$ cat config.mk
export PLATFORM = sky130hd
export DESIGN_NAME = mc_bus_arb
export DESIGN_NICKNAME = d
export VERILOG_FILES = /design/src/rtl/mc_arb_pkg.sv /design/src/rtl/mc_bus_arb.sv
export SDC_FILE = /design/constraint.sdc
export NUM_CORES = 1
export LEC_CHECK = 0
export BUFFER_PORTS_ARGS = -buffer_cell sky130_fd_sc_hd__buf_2
export CAP_MARGIN = 0
export CELL_PAD_IN_SITES_DETAIL_PLACEMENT = 1
export CELL_PAD_IN_SITES_GLOBAL_PLACEMENT = 1
export CORE_MARGIN = 5
export CORE_UTILIZATION = 44
export CTS_CLUSTER_DIAMETER = 40
export CTS_CLUSTER_SIZE = 40
export DETAILED_ROUTE_END_ITERATION = 7
export GPL_ROUTABILITY_DRIVEN = 1
export GPL_TIMING_DRIVEN = 0
export PLACE_DENSITY = 0.86
export SYNTH_ARGS = -nofsm -noshare
export SYNTH_HDL_FRONTEND = slang
export SYNTH_SLANG_ARGS = --single-unit
$ cat constraint.sdc
create_clock -name clk -period 5.6 [get_ports clk]
set_clock_uncertainty 0.05 [all_clocks]
set_input_delay 0.84 -clock clk [delete_from_list [all_inputs] [get_ports clk]]
set_output_delay 0.84 -clock clk [all_outputs]
set_load 0.02 [all_outputs]
$ cat src/rtl/mc_arb_pkg.sv
// Shared definitions for the external memory-bus ownership arbiter:
// state encoding and counter width.
package mc_arb_pkg;

  localparam int CNT_W = 8;

  typedef enum logic [2:0] {
    ST_OWN    = 3'd0,
    ST_DRAIN  = 3'd1,
    ST_TURN_X = 3'd2,
    ST_GRANT  = 3'd3,
    ST_REVOKE = 3'd4,
    ST_TURN_I = 3'd5
  } arb_state_e;

endpackage

$ cat src/rtl/mc_bus_arb.sv
// External bus ownership arbiter: runs the br/bg handshake, drains the sequencer,
// inserts turnaround cycles and bounds external hold time while internal work waits.
module mc_bus_arb
  import mc_arb_pkg::*;
#(
  parameter int TURN     = 1,
  parameter int MAX_HOLD = 64,
  parameter int MIN_OWN  = 8
) (
  input  logic       clk,
  input  logic       rst_,
  input  logic       mc_br_r,
  input  logic       mc_req,
  input  logic       rfr_req,
  input  logic       mc_idle,
  output logic       mc_bg_d,
  output logic       mc_hold,
  output logic       mc_own,
  output logic [2:0] arb_st
);

  localparam logic [CNT_W-1:0] TURN_LD = CNT_W'(TURN - 1);
  localparam logic [CNT_W-1:0] HOLD_LD = CNT_W'(MAX_HOLD - 1);
  localparam logic [CNT_W-1:0] OWN_LD  = CNT_W'(MIN_OWN);

  arb_state_e       state_q, state_d;
  logic [CNT_W-1:0] cnt_q, cnt_d;
  logic [CNT_W-1:0] cnt_dec;

  // One shared down-counter; it parks at zero instead of wrapping.
  assign cnt_dec = (cnt_q == '0) ? '0 : cnt_q - 1'b1;

  always_ff @(posedge clk or negedge rst_) begin
    if (!rst_) begin
      state_q <= ST_OWN;
      cnt_q   <= '0;
    end else begin
      state_q <= state_d;
      cnt_q   <= cnt_d;
    end
  end

  always_comb begin
    state_d = state_q;
    cnt_d   = cnt_q;
    unique case (state_q)
      ST_OWN: begin
        cnt_d = cnt_dec;
        if (mc_br_r && ((cnt_q == '0) || !mc_req)) state_d = ST_DRAIN;
      end
      ST_DRAIN: begin
        // A dropped request aborts the handover and keeps the MIN_OWN count.
        if (!mc_br_r) begin
          state_d = ST_OWN;
        end else if (mc_idle) begin
          state_d = ST_TURN_X;
          cnt_d   = TURN_LD;
        end
      end
      ST_TURN_X: begin
        if (cnt_q == '0) begin
          state_d = ST_GRANT;
          cnt_d   = HOLD_LD;
        end else begin
          cnt_d = cnt_dec;
        end
      end
      ST_GRANT: begin
        // Release beats refresh and hold expiry so the turnaround is not doubled.
        if (!mc_br_r) begin
          state_d = ST_TURN_I;
          cnt_d   = TURN_LD;
        end else if (rfr_req) begin
          state_d = ST_REVOKE;
        end else if (mc_req) begin
          if (cnt_q == '0) state_d = ST_REVOKE;
          else             cnt_d   = cnt_dec;
        end
      end
      ST_REVOKE: begin
        if (!mc_br_r) begin
          state_d = ST_TURN_I;
          cnt_d   = TURN_LD;
        end
      end
      ST_TURN_I: begin
        if (cnt_q == '0) begin
          state_d = ST_OWN;
          cnt_d   = OWN_LD;
        end else begin
          cnt_d = cnt_dec;
        end
      end
      default: begin
        state_d = ST_OWN;
        cnt_d   = '0;
      end
    endcase
  end

  always_comb begin
    mc_bg_d = 1'b0;
    mc_hold = 1'b1;
    mc_own  = 1'b0;
    unique case (state_q)
      ST_OWN:    begin mc_hold = 1'b0; mc_own = 1'b1; end
      ST_DRAIN:  mc_own  = 1'b1;
      ST_GRANT:  mc_bg_d = 1'b1;
      ST_TURN_X, ST_REVOKE, ST_TURN_I: mc_own = 1'b0;
      default:   begin mc_hold = 1'b0; mc_own = 1'b1; end
    endcase
  end

  assign arb_st = state_q;

endmodule

# After elaboration in Yosys (flattened, before gate mapping)
# Index checks and enable logic that the tools add are counted.
[totals] register_bits=11 latchBits=0 ram_bits=0 rom_bits=0 in_bits=6 out_inout_bits=6 wordCells=54 n_memories=0
[classes] addsub=1 multipliers=0 div_mod_pow=0 magnitude_cmp=0 eq_ne=17 shifts=0 muxes=25 n_bitwise=0 reduce_logical=9
[ops] cell="$mux 8" count=10
[ops] cell="$pmux 8 s6" count=1
[ops] cell="$mux 3" count=10
[ops] cell="$pmux 3 s6" count=1
[ops] cell="$ne 2x2->1 const B" count=6
[ops] cell="$ne 3x3->1 const B" count=4
[ops] cell="$logic_not 8->1" count=1
[ops] cell="$ne 4x4->1 const B" count=2
[ops] cell="$sub 8x1->8 const B" count=1
[ops] cell="$reduce_and 7->1" count=1
[ops] cell="$eq 3x2->1 const B" count=2
[ops] cell="$eq 3x3->1 const B" count=2
[ops] cell="$reduce_and 6->1" count=1
[ops] cell="$reduce_or 5->1" count=1
[ops] cell="$reduce_or 4->1" count=1
[ops] cell="$eq 3x1->1 const B" count=1
[ops] cell="$logic_not 3->1" count=1
[ops] cell="$mux 1" count=3
[ops] cell="$logic_and 1x1->1" count=1
[ops] cell="$logic_not 1->1" count=1
[ops] cell="$logic_or 1x1->1" count=1

# Logic depth before layout (Yosys ltp)
# Gate-level depths: netlist (run 1).
[logic_depth] ltp_word=7 mapped_depth=8 depth_no_buf=7

# Worst setup path after synthesis (run 1)
# OpenSTA, ideal clock, no wires.
[synth_timing] path_kind="register to output" from="register state_q[0] (netlist: arb_st[0])" to="output mc_hold" arrival_time_ns=1.397 t_required_ns=4.710 slack_ns=3.313 stages_incl_launch_ff=5 path_buffers=2 path_cell_list="dfrtp_1 > clkbuf_1 > clkbuf_1 > nor3_1 > a21oi_1"
[synth_via] elab_chain_cells=3 elab_cells_between_ends=7 cone_classes="eq/ne (5); mux (1); reduce/logical (1)"
[synth_rtl] item="start: declaration" line_no="mc_bus_arb.sv:26" rtl="arb_state_e state_q, state_d;"
[synth_rtl] item="start signal: assignment" line_no="mc_bus_arb.sv:38" rtl="state_q <= state_d;"
[synth_rtl] item="$eq 3x3->1, or another cell as far along" line_no="mc_bus_arb.sv:105" rtl="unique case (state_q)"
[synth_rtl] item="$reduce_or 5->1 (no line) (*)"
[synth_rtl] item="$mux 1 (*)" line_no="mc_bus_arb.sv:105"
[synth_rtl] item="end: declaration" line_no="mc_bus_arb.sv:17" rtl="output logic mc_hold,"
# Mark *: on every way between the ends. The rest lies on a longest branch, timed or not.

# Worst setup path in the final report (run 1)
[layout_timing] from="register state_q[0] (netlist: arb_st[0])" to="output mc_bg_d"
[layout_via] elab_chain_cells=2
[layout_rtl] item="$eq 3x2->1" line_no="mc_bus_arb.sv:105"
[layout_rtl] item="$mux 1" line_no="mc_bus_arb.sv:105"
[layout_rtl] item="end: declaration" line_no="mc_bus_arb.sv:16" rtl="output logic mc_bg_d,"
# Every way passes these cells.

==> results of run 1 <==
[per-layer routing]
metal,share of wire [%],GRT usage (%),up-vias
li1,-,-,391
met2,50,30.3,27
met4,1.8,7.47,0
met5,0,0,-
met3,3.9,3.88,7
met1,44,21.5,386
[power by group through the flow]
stage / logic [mW] / registers [mW] / clock network (mW)
final: 0.395 / 0.143 / 0.0557
after global routing: 0.436 / 0.148 / 0.0631
after CTS: 0.398 / 0.144 / 0.0578
after detailed placement: 0.396 / 0.146 / 0
after global placement: 0.381 / 0.143 / 0
after floorplan: 0.303 / 0.146 / 0
[path summary, 6_finish.rpt]
check	to	slack [ns]	depth (start not counted)
max in group asynchronous	cnt_q[7]$_DFFE_PN0P_	4.90	1
hold reg to reg	cnt_q[0]$_DFFE_PN0P_	0.49	1
hold / removal	cnt_q[3]$_DFFE_PN0P_	0.38	1
min in group clk	cnt_q[0]$_DFFE_PN0P_	0.49	1
setup reg to reg	cnt_q[3]$_DFFE_PN0P_	3.27	7
setup / recovery	mc_bg_d	2.96	5
[cell families (layout without fill, tap and decap cells)]
kind of cell    Yosys count  after routing  share of synthesized area, %
xor+xnor                  2              2                          2.04
buf+inv                  13             27                          6.13
simple gates             36             36                          27.2
compound gates           35             35                          28.6
flops                    11             11                          32.1
mux                       2              2                          2.48
fa+ha+maj                 1              1                          1.46
[state kept, by name, indices dropped and copies added (netlist names)]
signal / flops
cnt_q: 8
arb_st: 3
[area by class of cell]
type | instances | area share, %
plain buffers | 6 | 2.72
clock buffers | 4 | 2.72
inverters | 7 | 2.72
multi-input cells | 76 | 54.7
flip-flops and latches | 11 | 28.5
well taps | 27 | 3.49
repair buffers | 10 | 5.17
[cells in the mapped netlist (3+ instances only)]
cell / n / share of area, %
inv_1: 7 / 3.1
nand3_1: 3 / 1.8
dfrtp_1: 11 / 32
nand2_1: 4 / 1.8
a22o_1: 4 / 4.1
nor3_1: 3 / 1.8
clkbuf_1: 5 / 2.2
nand2b_1: 6 / 4.4
o22ai_1: 3 / 2.2
a21oi_1: 13 / 7.6
nor2_1: 6 / 2.6
[through the flow]
stage / setup slack [ns] / hold slack (ns) / instances
after floorplan: 3.31 / 0.446 / 100
after global placement: 3.22 / 0.470 / 137
after detailed placement: 3.19 / 0.483 / 137
after CTS: 2.98 / 0.390 / 141
after global routing: 2.81 / 0.395 / 141
final: 2.96 / 0.380 / 141
==> impl_metrics.yaml, run 1 <==
clock_tree:
  cts_setup_buffers: 0
  cts_resized: 0
  clock_latency_ns: 0.27
  numCtsBuffers: 3
  cts-root-buf: "clkbuf_4"
  numClockSinks: 11
  clock_path_buffers: 2
  cts_tree: "done"
  cts.htree.levels: 1
  cts-hold-fix-buffers: 0
  path_clk_slew_ns: 0.07
yosys:
  syn_area_per_cell_um2: 8.57
  ys_async_sr_fraction_pct: 100
  synth.distinct_cells: 41
  syn_inst: 100
  synthesis.nets: 107
  yosysSeqAreaShare_pct: 32.1
  synthFlopType: "dfrtp_1"
  ys_ff_latch: 11
  yosysWarnings: 0
  syn_area_um2: 857
  synth_edf_count: 0
setup_path:
  crit_path_start_kind: "register"
  crit_type: "register to output port"
  critical_path.top_delay_family: "buffers and inverters"
  critPathLaunch: "arb_st[0]$_DFFE_PN0P_"
  required_ns: 4.71
  critPathBufInv: 4
  cp_max_fo: 10
  crit_slowest_cell: "clkbuf_1"
  path_cells: "clkbuf_1 -> clkbuf_1 -> inv_1 -> nor2_1 -> buf_2"
  crit_top_cell: "clkbuf_1"
  r2r_start: "cnt_q[0]$_DFFE_PN0P_"
  end_kind: "output port"
  critPathArrivalTime_ns: 1.75
  max_stage_delay_ns: 0.42
drt:
  num_vias: 811
  drc: 0
  viasPerCell: 5.75
  wl_per_cell_um: 15.6
  ant_nets: 0
  firstDrtPassIters: 4
  drt_iter0_drc: 15
  drt_wl_total_mm: 2.21
placed_design:
  dp_hpwl_mm: 1.68
  postPlaceCellArea_um2: 941
  gp_congestion: 0.837
  port_buffers: 10
sta:
  tns_ns: 0
  rsz0062_at_grt: "false"
  slew_viol_final: 0
  tightest_slew_ns: 0.537
  hold_viol_final: 0
  setup_viol: 0
  layout_min_cycle_time_ns: 2.64
  relSlewSlack_pct: 64.0
  max_freq_mhz: 379
  finalCritPeriodShare_pct: 47.2
power:
  pwr-share-seq_pct: 24.1
  power_density_nw_per_um2: 614
  totalPowerFinal_uw: 594
  clkPwrFrac_pct: 9.4
  internal_power_uw: 307
  ir_drop_mv: 0.235
  combPwrFrac_pct: 66.5
  p_sw_uw: 287
  switching_share_pct: 48.2
  power_leakage_nw: 0.432
final_layout:
  syn_to_final_growth_pct: 12.8
  fin_util_pct: 50.9
  multiInputGateArea_um2: 529
  register_area_um2: 275
  fill_cells: 243
  final_common_cell: "a21oi_1"
  final_cell_mix: "13 x a21oi_1, 11 x dfrtp_1, 10 x buf_2"
  final_cell_area_um2: 967
  final_net_count: 122
  drive_gt1_share_pct: 19.3
  diodes: 0
floorplanning:
  io-pin-count: 12
  die_w_um: 54.1
  core_area_um2: 1900
  initial_utilization_pct: 45.1
  fp.dieH_um: 54.1
  die_area_um2: 2930
  row_count: 16
job:
  drv_cap: 0
global_route:
  antenna_found_initial: 0
  grt_pass1_wl_mm: 3.77
  grt_overflow: 0
  grt_pass1_vias: 838
  grt_usage_pct: 17.9
  grt_max_degree: 12
hold_path:
  hold_class: "input port to async pin"
status:
  status: "finished clean"
No activity file was read; power rests on OpenSTA's default activity.
==> inputs of run 2 (changes only) <==
--- a/config.mk
+++ b/config.mk
@@ -10,13 +10,13 @@
 export CELL_PAD_IN_SITES_DETAIL_PLACEMENT = 1
 export CELL_PAD_IN_SITES_GLOBAL_PLACEMENT = 1
 export CORE_MARGIN = 5
-export CORE_UTILIZATION = 44
+export CORE_UTILIZATION = 37
 export CTS_CLUSTER_DIAMETER = 40
 export CTS_CLUSTER_SIZE = 40
 export DETAILED_ROUTE_END_ITERATION = 7
 export GPL_ROUTABILITY_DRIVEN = 1
 export GPL_TIMING_DRIVEN = 0
-export PLACE_DENSITY = 0.86
+export PLACE_DENSITY = 0.78
 export SYNTH_ARGS = -nofsm -noshare
 export SYNTH_HDL_FRONTEND = slang
 export SYNTH_SLANG_ARGS = --single-unit
==> constraint.sdc (replaced) <==
create_clock -name clk -period 2.2 [get_ports clk]
set_clock_uncertainty 0.05 [all_clocks]
set_input_delay 0.33 -clock clk [delete_from_list [all_inputs] [get_ports clk]]
set_output_delay 0.33 -clock clk [all_outputs]
set_load 0.02 [all_outputs]
==> impl_metrics.yaml, run 2 (synthesized netlist as in run 1, its figures left out) <==
setup_path:
  crit_path_start_kind: "register"
  max_stage_delay_ns: 0.41
  critPathBufInv: 2
  critical_path.top_delay_family: "compound AO/OA/AOI/OAI gates"
  crit_slowest_cell: "dfrtp_1"
  required_ns: 2.31
  crit_type: "register to register"
  cp_max_fo: 8
  critPathArrivalTime_ns: 2.17
  path_cells: "inv_1 -> ha_1 -> nor4b_4 -> buf_4 -> nand2_4 -> a211oi_4 -> o21bai_1 -> a22o_1"
  end_kind: "register"
drt:
  drt_iter0_drc: 18
  drt_wl_total_mm: 2.41
  wl_per_cell_um: 16.5
  firstDrtPassIters: 4
  drc: 0
  num_vias: 830
  viasPerCell: 5.68
  ant_nets: 0
power:
  internal_power_uw: 834
  switching_share_pct: 48.0
  power_density_nw_per_um2: 1580
  combPwrFrac_pct: 68.0
  totalPowerFinal_mw: 1.60
  ir_drop_mv: 0.599
  p_sw_uw: 769
  power_leakage_nw: 0.460
  clkPwrFrac_pct: 9.1
  pwr-share-seq_pct: 22.9
placed_design:
  port_buffers: 10
  place_ws_ns: -0.101
  postPlaceCellArea_um2: 942
  placed_cells: 138
  dp_hpwl_mm: 1.75
  gp_congestion: 0.866
sta:
  layout_min_cycle_time_ns: 2.06
  setup_viol: 0
  max_freq_mhz: 485
  relSlewSlack_pct: 69.7
  worst_slack_ns: 0.139
  slew_viol_final: 0
  rsz0062_at_grt: "false"
  tightest_slew_ns: 0.455
  hold_viol_final: 0
  finalCritPeriodShare_pct: 93.7
final_layout:
  stdcell_count: 146
  top_register: "cnt_q"
  drive_gt1_share_pct: 23.7
  final_cell_mix: "13 x a21oi_1, 11 x dfrtp_1, 10 x buf_2"
  final_cell_area_um2: 1010
  final_common_cell: "a21oi_1"
  diodes: 0
  fin_util_pct: 45.9
  syn_to_final_growth_pct: 18.4
  final_net_count: 126
  largest_reg_flops: 8
status:
  status: "finished clean"
clock_tree:
  clock_latency_ns: 0.27
  clock_path_buffers: 2
  path_clk_slew_ns: 0.08
  cts-root-buf: "clkbuf_4"
  numClockSinks: 11
  numCtsBuffers: 3
  cts_tree: "done"
  cts.htree.levels: 1
floorplanning:
  die_w_um: 58.1
  io-pin-count: 12
  initial_utilization_pct: 38.7
  fp.dieH_um: 58.1
  die_area_um2: 3380
  core_area_um2: 2210
  row_count: 17
job:
  drv_cap: 0
global_route:
  antenna_found_initial: 0
  grt_usage_pct: 15.6
  grt_pass1_wl_mm: 4.10
  grt_max_degree: 12
  grt_pass1_vias: 886
  grt_overflow: 0
hold_path:
  hold_class: "input port to register"
## run 2: path summary, 6_finish.rpt
kind                                         end  cells after the start  slack (ns)            startpoint
max in group asynchronous   cnt_q[7]$_DFFE_PN0P_                      2        1.48                  rst_
hold reg to reg             cnt_q[1]$_DFFE_PN0P_                      1        0.49  cnt_q[1]$_DFFE_PN0P_
hold / removal             arb_st[1]$_DFFE_PN0P_                      2        0.28               mc_idle
min in group asynchronous   cnt_q[1]$_DFFE_PN0P_                      2        0.41                  rst_
setup / recovery            cnt_q[2]$_DFFE_PN0P_                      8        0.14  cnt_q[0]$_DFFE_PN0P_
setup reg to reg            cnt_q[2]$_DFFE_PN0P_                      8        0.14  cnt_q[0]$_DFFE_PN0P_
## run 2: stage by stage
step / TNS, ns / hold slack (ns)
after floorplan: 0 / -0.0156
after global placement: -0.0649 / 0.176
after detailed placement: -0.300 / 0.182
after CTS: 0 / 0.276
after global routing: 0 / 0.269
final: 0 / 0.278
## run 2: final cells by class
cell class	instances	area, um^2
Multi-Input combinational cell	76	542
Buffer	6	27.5
Inverter	7	26.3
Fill cell	279	1200
Clock buffer	4	26.3
Tap cell	28	35.0
Timing Repair Buffer	14	82.6
Sequential cell	11	275
## run 2: per-layer routing
metal | GRT usage, % | wire length (um) | up-vias
met4 | 4.97 | 19 | 0
met2 | 26.5 | 1210 | 17
li1 | - | - | 400
met3 | 2.67 | 91 | 2
met5 | 0 | 0 | -
met1 | 20.1 | 1090 | 411
## run 2: worst reg2reg max path: cells and delay by family, from the launching register on
family                   cells  cell delay (ns)
adder cells (fa/ha/maj)      1             0.20
buffers and inverters        2             0.26
flip-flops                   1             0.41
AO/OA/AOI/OAI                3             0.70
AND/OR/NAND/NOR              2             0.33
## run 2: timing repair
item | in CTS | in global routing
hold buffers | 1 | 0
endpoints found under the setup margin | 8 | 6
gates resized for setup | 0 | 4
pin swaps | 0 | 1
buffers inserted | 3 | 0
gates cloned | 0 | 0
hold endpoints to repair | 11 | 0
## run 2: power groups by stage
stage | Combinational (mW) | Clock (mW) | Sequential [mW]
4_1_cts | 1.07 | 0.151 | 0.368
5_1_grt | 1.19 | 0.160 | 0.383
3_3_place_gp | 0.974 | 0 | 0.364
3_5_place_dp | 1.01 | 0 | 0.372
2_1_floorplan | 0.772 | 0 | 0.371
6_report | 1.09 | 0.147 | 0.367
